[src/rtl/axis_pkg.sv]
// Shared AXI-Stream definitions: FSM state encoding and default widths used by
// both the stream master and the matching slave.
package axis_pkg;

    localparam int AXIS_DATA_WIDTH = 32;
    localparam int AXIS_FIFO_DEPTH = 4;
    localparam int AXIS_LEN_WIDTH  = 8;

    typedef enum logic [0:0] {
        IDLE   = 1'b0,
        ACTIVE = 1'b1
    } axis_state_e;

endpackage

[src/rtl/axis_fifo.sv]
// Power-of-two beat FIFO with registered occupancy count; read data is the
// current head. Writes when full and reads when empty are ignored.
module axis_fifo #(
    parameter int DATA_WIDTH = 32,
    parameter int DEPTH      = 4
) (
    input  logic                     clk_i,
    input  logic                     rst_ni,
    input  logic                     wr_en_i,
    input  logic [DATA_WIDTH-1:0]    wr_data_i,
    input  logic                     rd_en_i,
    output logic [DATA_WIDTH-1:0]    rd_data_o,
    output logic                     full_o,
    output logic                     empty_o,
    output logic [$clog2(DEPTH):0]   count_o
);

    localparam int AW = $clog2(DEPTH);
    localparam int CW = AW + 1;

    logic [DATA_WIDTH-1:0] mem_q [DEPTH];
    logic [AW-1:0]         wr_ptr_q, wr_ptr_d;
    logic [AW-1:0]         rd_ptr_q, rd_ptr_d;
    logic [CW-1:0]         count_q, count_d;
    logic                  wr_ok_s, rd_ok_s;

    assign full_o    = (count_q == CW'(DEPTH));
    assign empty_o   = (count_q == CW'(0));
    assign wr_ok_s   = wr_en_i & ~full_o;
    assign rd_ok_s   = rd_en_i & ~empty_o;
    assign rd_data_o = mem_q[rd_ptr_q];
    assign count_o   = count_q;

    // Pointer and occupancy next-state; pointers wrap through their natural width
    always_comb begin
        wr_ptr_d = wr_ptr_q;
        rd_ptr_d = rd_ptr_q;
        count_d  = count_q;
        if (wr_ok_s) begin
            wr_ptr_d = wr_ptr_q + AW'(1);
        end else begin
            wr_ptr_d = wr_ptr_q;
        end
        if (rd_ok_s) begin
            rd_ptr_d = rd_ptr_q + AW'(1);
        end else begin
            rd_ptr_d = rd_ptr_q;
        end
        case ({wr_ok_s, rd_ok_s})
            2'b10:   count_d = count_q + CW'(1);
            2'b01:   count_d = count_q - CW'(1);
            default: count_d = count_q;
        endcase
    end

    // Pointer and count registers
    always_ff @(posedge clk_i or negedge rst_ni) begin
        if (!rst_ni) begin
            wr_ptr_q <= AW'(0);
            rd_ptr_q <= AW'(0);
            count_q  <= CW'(0);
        end else begin
            wr_ptr_q <= wr_ptr_d;
            rd_ptr_q <= rd_ptr_d;
            count_q  <= count_d;
        end
    end

    // Storage array, deliberately left unreset
    always_ff @(posedge clk_i) begin
        if (wr_ok_s) begin
            mem_q[wr_ptr_q] <= wr_data_i;
        end
    end

endmodule

[src/rtl/axis_m.sv]
// AXI-Stream master: buffers user beats in a FIFO and emits them in packets of
// pkt_len beats through a fully registered output stage.
module axis_m
    import axis_pkg::*;
#(
    parameter int DATA_WIDTH = AXIS_DATA_WIDTH,
    parameter int FIFO_DEPTH = AXIS_FIFO_DEPTH,
    parameter int LEN_WIDTH  = AXIS_LEN_WIDTH
) (
    input  logic                  aclk,
    input  logic                  areset_n,
    input  logic [DATA_WIDTH-1:0] data,
    input  logic                  send,
    output logic                  full,
    input  logic [LEN_WIDTH-1:0]  pkt_len,
    output logic                  tvalid,
    input  logic                  tready,
    output logic                  tlast,
    output logic [DATA_WIDTH-1:0] tdata,
    output logic                  finish
);

    localparam int CW = $clog2(FIFO_DEPTH) + 1;

    axis_state_e           state_q, state_d;
    logic [LEN_WIDTH-1:0]  len_q, len_d;
    logic [LEN_WIDTH-1:0]  beat_cnt_q, beat_cnt_d;
    logic                  tvalid_q, tvalid_d;
    logic                  tlast_q, tlast_d;
    logic [DATA_WIDTH-1:0] tdata_q, tdata_d;
    logic                  finish_q, finish_d;

    logic                  handshake_s, load_s, close_s;
    logic                  fifo_empty_s, fifo_full_s;
    logic [DATA_WIDTH-1:0] fifo_head_s;
    logic [CW-1:0]         fifo_count_s;
    logic [LEN_WIDTH-1:0]  len_eff_s, cnt_inc_s;

    assign handshake_s = tvalid_q & tready;
    // The output stage refills whenever it is empty or being drained this edge
    assign load_s      = ~fifo_empty_s & (~tvalid_q | handshake_s);
    assign full        = (fifo_count_s == CW'(FIFO_DEPTH));

    axis_fifo #(
        .DATA_WIDTH (DATA_WIDTH),
        .DEPTH      (FIFO_DEPTH)
    ) u_fifo (
        .clk_i      (aclk),
        .rst_ni     (areset_n),
        .wr_en_i    (send & ~fifo_full_s),
        .wr_data_i  (data),
        .rd_en_i    (load_s),
        .rd_data_o  (fifo_head_s),
        .full_o     (fifo_full_s),
        .empty_o    (fifo_empty_s),
        .count_o    (fifo_count_s)
    );

    // Packet FSM: decides on each load whether the loaded beat closes the packet
    always_comb begin
        len_eff_s  = (pkt_len == LEN_WIDTH'(0)) ? LEN_WIDTH'(1) : pkt_len;
        cnt_inc_s  = beat_cnt_q + LEN_WIDTH'(1);
        state_d    = state_q;
        len_d      = len_q;
        beat_cnt_d = beat_cnt_q;
        close_s    = 1'b0;
        if (load_s) begin
            case (state_q)
                IDLE: begin
                    len_d      = len_eff_s;
                    beat_cnt_d = LEN_WIDTH'(1);
                    if (len_eff_s == LEN_WIDTH'(1)) begin
                        close_s = 1'b1;
                        state_d = IDLE;
                    end else begin
                        close_s = 1'b0;
                        state_d = ACTIVE;
                    end
                end
                ACTIVE: begin
                    beat_cnt_d = cnt_inc_s;
                    if (cnt_inc_s == len_q) begin
                        close_s = 1'b1;
                        state_d = IDLE;
                    end else begin
                        close_s = 1'b0;
                        state_d = ACTIVE;
                    end
                end
                default: begin
                    state_d = IDLE;
                    close_s = 1'b0;
                end
            endcase
        end else begin
            state_d = state_q;
        end
    end

    // Output stage next-state: load, drop valid on drain, else hold
    always_comb begin
        tvalid_d = tvalid_q;
        tlast_d  = tlast_q;
        tdata_d  = tdata_q;
        finish_d = handshake_s & tlast_q;
        if (load_s) begin
            tvalid_d = 1'b1;
            tlast_d  = close_s;
            tdata_d  = fifo_head_s;
        end else if (handshake_s) begin
            tvalid_d = 1'b0;
            tlast_d  = 1'b0;
            tdata_d  = tdata_q;
        end else begin
            tvalid_d = tvalid_q;
            tlast_d  = tlast_q;
            tdata_d  = tdata_q;
        end
    end

    // FSM and output registers
    always_ff @(posedge aclk or negedge areset_n) begin
        if (!areset_n) begin
            state_q    <= IDLE;
            len_q      <= LEN_WIDTH'(0);
            beat_cnt_q <= LEN_WIDTH'(0);
            tvalid_q   <= 1'b0;
            tlast_q    <= 1'b0;
            tdata_q    <= DATA_WIDTH'(0);
            finish_q   <= 1'b0;
        end else begin
            state_q    <= state_d;
            len_q      <= len_d;
            beat_cnt_q <= beat_cnt_d;
            tvalid_q   <= tvalid_d;
            tlast_q    <= tlast_d;
            tdata_q    <= tdata_d;
            finish_q   <= finish_d;
        end
    end

    assign tvalid = tvalid_q;
    assign tlast  = tlast_q;
    assign tdata  = tdata_q;
    assign finish = finish_q;

endmodule

[config.mk]
export PLATFORM = sky130hd
export DESIGN_NAME = axis_m
export DESIGN_NICKNAME = d
export VERILOG_FILES = /design/src/rtl/axis_pkg.sv /design/src/rtl/axis_fifo.sv /design/src/rtl/axis_m.sv
export SDC_FILE = /design/constraint.sdc
export NUM_CORES = 1
export LEC_CHECK = 0
export BUFFER_PORTS_ARGS = -buffer_cell sky130_fd_sc_hd__buf_2
export CAP_MARGIN = 10
export CORE_MARGIN = 2
export CORE_UTILIZATION = 45
export DETAILED_ROUTE_END_ITERATION = 7
export GPL_ROUTABILITY_DRIVEN = 0
export PLACE_DENSITY = 0.67
export REMOVE_ABC_BUFFERS = 1
export SETUP_SLACK_MARGIN = 0.15
export SLEW_MARGIN = 20
export SYNTH_ARGS = -nofsm -noshare
export SYNTH_HDL_FRONTEND = slang
export SYNTH_SLANG_ARGS = --single-unit
[constraint.sdc]
create_clock -name aclk -period 2.7 [get_ports aclk]
set_clock_uncertainty 0.1 [all_clocks]
set_input_delay 0.81 -clock aclk [delete_from_list [all_inputs] [get_ports aclk]]
set_output_delay 0.81 -clock aclk [all_outputs]
set_load 0.03 [all_outputs]
=== Yosys cells after proc, flatten, opt, wreduce, memory -nomap -nowiden ===
Memory sizes are Yosys's and may differ from the RTL's. A register that Yosys moved wholly into a read port is not among the register bits.
Index checks and enable logic that the tools add are counted.

* Register bits after elaboration: 27
* Bits in writable memories: 128
* Bits of input ports: 44
* Output and inout port bits: 36
* Logic and storage cells: 51
* Memories kept: 1

{| class="wikitable"
|+ Memories
! name !! depth !! bits a word !! read ports !! clocked after Yosys merged registers in !! write ports !! line !! RTL
|-
| u_fifo.mem_q || 4 || 32 || 1 || 1 || 1 || axis_fifo.sv:21 || <nowiki>logic [DATA_WIDTH-1:0] mem_q [DEPTH];</nowiki>
|}

* Add/subtract/negate cells: 5
* Equality and inequality tests: 5
* Muxes and demuxes: 14
* Bitwise gates (word level): 11
* Reductions and logical operators: 6

{| class="wikitable"
|+ Operators by type and width
! cell !! count
|-
| $pmux 8 s2 || 1
|-
| $mux 1 || 9
|-
| $add 8x1->8 const B || 1
|-
| $eq 8x1->1 const B || 1
|-
| $eq 8x8->1 || 1
|-
| $logic_not 8->1 || 1
|-
| $mux 8 || 1
|-
| $and 1x1->1 || 6
|-
| $pmux 3 s2 || 1
|-
| $add 2x1->2 const B || 2
|-
| $not 1->1 || 4
|-
| $pmux 1 s2 || 2
|-
| $reduce_bool 2->1 || 2
|-
| $add 3x1->3 const B || 1
|-
| $eq 3x3->1 const B || 1
|-
| $logic_not 3->1 || 1
|-
| $sub 3x1->3 const B || 1
|-
| $eq 2x1->1 const B || 1
|-
| $eq 2x2->1 const B || 1
|-
| $reduce_and 2->1 || 1
|-
| $logic_not 1->1 || 1
|-
| $or 1x1->1 || 1
|}

=== Depth between registers and ports, before layout ===
* Word-level depth: 6
* Mapped depth: 11

=== Modules after synthesis ===
A second synthesis with hierarchy kept.

* Cells, all modules: 450
* Area, all modules: 7438.4 sq um

{| class="wikitable"
|+ By module, submodules not included
! module !! instances !! cells an instance !! area each (sq um) !! seq. area each (sq um)
|-
| axis_fifo || 1 || 205 || 5091.1 || 4018.9
|-
| axis_m || 1 || 245 || 2347.3 || 1301.2
|}

=== Least setup slack after synthesis ===
Ideal clock, no wire load.

* Path type: input to register
* Start point: input port tready
* End point: register u_fifo.count_q[2] (netlist: u_fifo.count_o[2])
* Arrival time: 2.458 ns
* Data required time: 2.521 ns
* Path slack: 0.063 ns
* Stages on the path: 10
* Cell sequence: nand2b_1 -> nand2_1 -> inv_1 -> clkbuf_1 -> ha_1 -> inv_1 -> fa_1 -> xor2_1 -> nor2_1 -> xor2_1

* Longest elaborated chain between the ends: 6

{| class="wikitable"
|+ Ends and longest elaborated chain
! what !! line !! RTL
|-
| start: declaration || axis_m.sv:17 || <nowiki>input logic tready,</nowiki>
|-
| $and 1x1->1 (*) || axis_m.sv:39 || <nowiki>assign handshake_s = tvalid_q & tready;</nowiki>
|-
| $or 1x1->1 (*) || axis_m.sv:41 || <nowiki>assign load_s = ~fifo_empty_s & (~tvalid_q | handshake_s);</nowiki>
|-
| $and 1x1->1 (*) || axis_m.sv:41 ||
|-
| net load_s || axis_m.sv:33 || <nowiki>logic handshake_s, load_s, close_s;</nowiki>
|-
| $and 1x1->1 (*) || axis_fifo.sv:30 || <nowiki>assign rd_ok_s = rd_en_i & ~empty_o;</nowiki>
|-
| $eq 2x1->1 or $eq 2x2->1 (tied branches) || axis_fifo.sv:49 || <nowiki>case ({wr_ok_s, rd_ok_s})</nowiki>
|-
| $pmux 3 s2 or $reduce_bool 2->1 (tied branches) || n/a ||
|-
| end signal: assignment || axis_fifo.sv:65 || <nowiki>count_q <= count_d;</nowiki>
|-
| end: declaration || axis_fifo.sv:24 || <nowiki>logic [CW-1:0] count_q, count_d;</nowiki>
|}

Mark *: on every way through the listed nets, which the timed path passes. The rest lies on a longest branch.
A chain may end at the register's enable or synchronous reset.

=== Worst setup path in the final report ===
* Start point: register u_fifo.count_q[0] (netlist: u_fifo.count_o[0])
* End point: output port full

* Longest elaborated chain between the ends: 1

{| class="wikitable"
|+ Ends and longest elaborated chain
! what !! line !! RTL
|-
| $eq 3x3->1 || axis_m.sv:42 || <nowiki>assign full = (fifo_count_s == CW'(FIFO_DEPTH));</nowiki>
|-
| end: declaration || axis_m.sv:14 || <nowiki>output logic full,</nowiki>
|}

No other way between the ends.

==> impl_metrics.py <==
metrics = {
    "clocking": {
        "ctsLongestPathBuffers": 2,
        "path_clk_slew_ns": 0.07,
        "post_cts_buffers": 0,
        "cts_made_buffers": 17,
        "root_buffer": "clkbuf_16",
        "ctsHoldBuffers": 0,
        "clock_latency_ns": 0.43,
        "cts.repair.resized": 0,
        "htree_levels": 4,
        "tritoncts": "built",
        "clock_sinks": 187,
    },
    "worst_setup_path": {
        "cp-endpoint": "full",
        "cp-startpoint": "u_fifo.count_o[0]$_DFFE_PN0P_",
        "cp-start-kind": "flip-flop",
        "cp_data_arrival_time_ns": 1.35,
        "crit_family": "flip-flops",
        "worst_ep_required_time_ns": 1.79,
        "endpoint_kind": "output pin",
        "r2r-start": "u_fifo.count_o[0]$_DFFE_PN0P_",
        "reg2reg_depth": 7,
        "worstReg2RegEnd": "beat_cnt_q[7]$_DFFE_PN0P_",
        "crit_chain": "inv_1, and3_1, buf_2",
        "critical_path_depth": 3,
        "path_class": "flip-flop to output pin",
        "rrSetupSlack_ns": 0.55,
        "critPathBufInv": 2,
        "cp_slowest_cell": "dfrtp_1",
        "path_max_fanout": 4,
        "slowest_delay_ns": 0.43,
    },
    "yosys": {
        "ys_seq_area_share_pct": 73.4,
        "ys_top_cells_by_count": "edfxtp_1, nand2_1, dfrtp_1",
        "ys_seq_elements": 187,
        "yosysMostFrequentCell": "edfxtp_1",
        "synth_cell_types": 37,
        "yosysTopAreaCell": "edfxtp_1",
        "ys_async_sr_fraction_pct": 31.6,
        "synth_edf_count": 128,
        "synth_warnings": 0,
        "avgSynthCellArea_um2": 16.1,
        "syn_inst": 449,
        "synth_area_leaders": "edfxtp_1, dfrtp_1, mux4_2, nand2_1, mux2_2",
        "synth_top_area_share_pct": 53.0,
        "synthFlopType": "edfxtp_1",
        "syn_area_um2": 7250,
    },
    "layout": {
        "nets": 597,
        "area_growth_pct": 18.8,
        "layout-drive-gt1-share_pct": 31.5,
        "diodes": 0,
        "fin_cells": 775,
        "final_util_pct": 54.4,
    },
    "placement": {
        "preCtsSetupSlack_ns": 0.243,
        "dp_cells": 743,
        "port_buffers": 79,
        "place_hpwl_um": 8860,
    },
    "detailed_routing": {
        "drt-wirelength-per-cell_um": 17.9,
        "routed_wl_um": 13900,
        "drtIter0Drc": 190,
        "viasPerCell": 5.14,
        "antenna_left": 0,
        "num_vias": 3980,
        "firstDrtPassIters": 4,
        "route.detailed.drc": 0,
    },
    "global_route": {
        "grt-busiest-layer": "met2",
        "grt_pass1_vias": 4146,
        "use_met3_pct": 5.46,
        "antenna_found_initial": 0,
        "grt_max_degree": 43,
        "grtUsageMet1_pct": 23.0,
        "grt_overflow_total": 0,
        "gr-usage-all-layers_pct": 18.0,
        "grt_pass1_wl_um": 22400,
        "use_met2_pct": 29.4,
    },
    "floorplanning": {
        "start_util_pct": 45.8,
        "die_h_um": 131,
        "fp.coreArea_um2": 15800,
        "rows": 46,
        "die-area_um2": 17100,
        "ios": 80,
        "die_w_um": 131,
    },
    "flow_run": {
        "cap_viol_max_count": 0,
    },
    "power_and_ir_drop": {
        "vdd_drop_max_mv": 0.594,
        "p_leak_nw": 3.41,
        "p_per_area_nw_per_um2": 1160,
    },
    "sta": {
        "tightest_slew_ns": 0.661,
        "setup_viol_count_final": 0,
        "rsz0062_at_grt": "no",
        "relSlewSlack_pct": 55.9,
        "hold_violations": 0,
        "setup_tns_ns": 0,
        "timing.final.ws_setup_ns": 0.442,
        "report.final.slew_viol_count": 0,
        "period_share_pct": 83.6,
        "hold_slack_ns": 0.240,
        "fmax_ghz": 0.443,
        "min_period_ns": 2.26,
    },
    "status": {
        "status": "complete, no violations",
    },
    "min_path": {
        "min_path_type": "input pin to async pin",
    },
}
-- sequential cells by signal, summed over array words and instances (netlist names), 2 cells and up --
| signal | count |
|---|---|
| beat_cnt_q | 8 |
| len_q | 8 |
| tdata | 32 |
| u_fifo.count_o | 3 |
| u_fifo.mem_q | 128 |
| u_fifo.rd_ptr_q | 2 |
| u_fifo.wr_ptr_q | 2 |
-- cells by family (layout without fill, tap and decap cells) --
group                      count (synthesis)  in the layout  synth area share (%)
AOI/OAI and AO/OA                         22             22                  1.90
xor gates and xnor gates                  15             15                  1.81
adders and majority gates                  7              7                  1.31
buffers and inverters                     26            136                  1.45
DFF                                      187            187                  73.4
muxes                                     40             40                  11.2
and+or+nand+nor                          152            152                  8.96
-- layout make-up --
class / instances / area, µm²
clock inverters: 13 / 153
flip-flops and latches: 187 / 5320
fillers: 1294 / 7220
multi-input cells: 236 / 1830
clock buffers: 19 / 433
repair buffers: 96 / 573
well taps: 216 / 270
inverters: 8 / 30.0
-- worst min-delay path by stage --
stage                                  start                     to  slack [ns]
2_1_floorplan  u_fifo.count_o[1]$_DFFE_PN0P_     tvalid$_DFFE_PN0P_        0.36
3_3_place_gp           tdata[13]$_DFFE_PN0P_  tdata[13]$_DFFE_PN0P_        0.36
3_5_place_dp            tdata[4]$_DFFE_PN0P_   tdata[4]$_DFFE_PN0P_        0.36
4_1_cts                             areset_n  tdata[30]$_DFFE_PN0P_        0.24
5_1_grt                             areset_n  tdata[19]$_DFFE_PN0P_        0.26
6_report                            areset_n  tdata[16]$_DFFE_PN0P_        0.24
-- layout by cell type, fill, tap and decap left out, drive strengths merged, types with 4 or more instances in the layout --
| cell | Yosys | routed |
|---|---|---|
| clkbuf | 11 | 19 |
| mux4 | 32 | 32 |
| inv | 8 | 16 |
| dfrtp | 59 | 59 |
| and2 | 4 | 4 |
| ha | 6 | 6 |
| buf | 7 | 96 |
| nand2 | 116 | 116 |
| edfxtp | 128 | 128 |
| nand3 | 6 | 6 |
| xor2 | 7 | 7 |
| nor2 | 4 | 4 |
| mux2 | 7 | 7 |
| xnor2 | 8 | 8 |
| o21ai | 12 | 12 |
| nor3 | 4 | 4 |
-- metal layers --
layer  share of wire (%)  vias up
met2                  49       91
met1                  43     2036
met4                 1.8        0
met3                 5.6       17
met5                   0        -
li1                    -     1836
-- power breakdown --
group	switching, mW	internal (mW)	leakage [nW]
combinational	1.85	1.27	1.23
sequential	0.473	3.91	1.89
clock	1.09	1.39	0.284
total	3.41	6.57	3.41
-- through the flow --
stage	area [µm²]	power, mW
2_1_floorplan	7170	6.51
3_3_place_gp	8030	7.51
3_5_place_dp	8030	7.62
4_1_cts	8610	10.1
5_1_grt	8610	10.6
6_report	8610	9.98
Note: power is estimated with default switching activity, not from simulation.
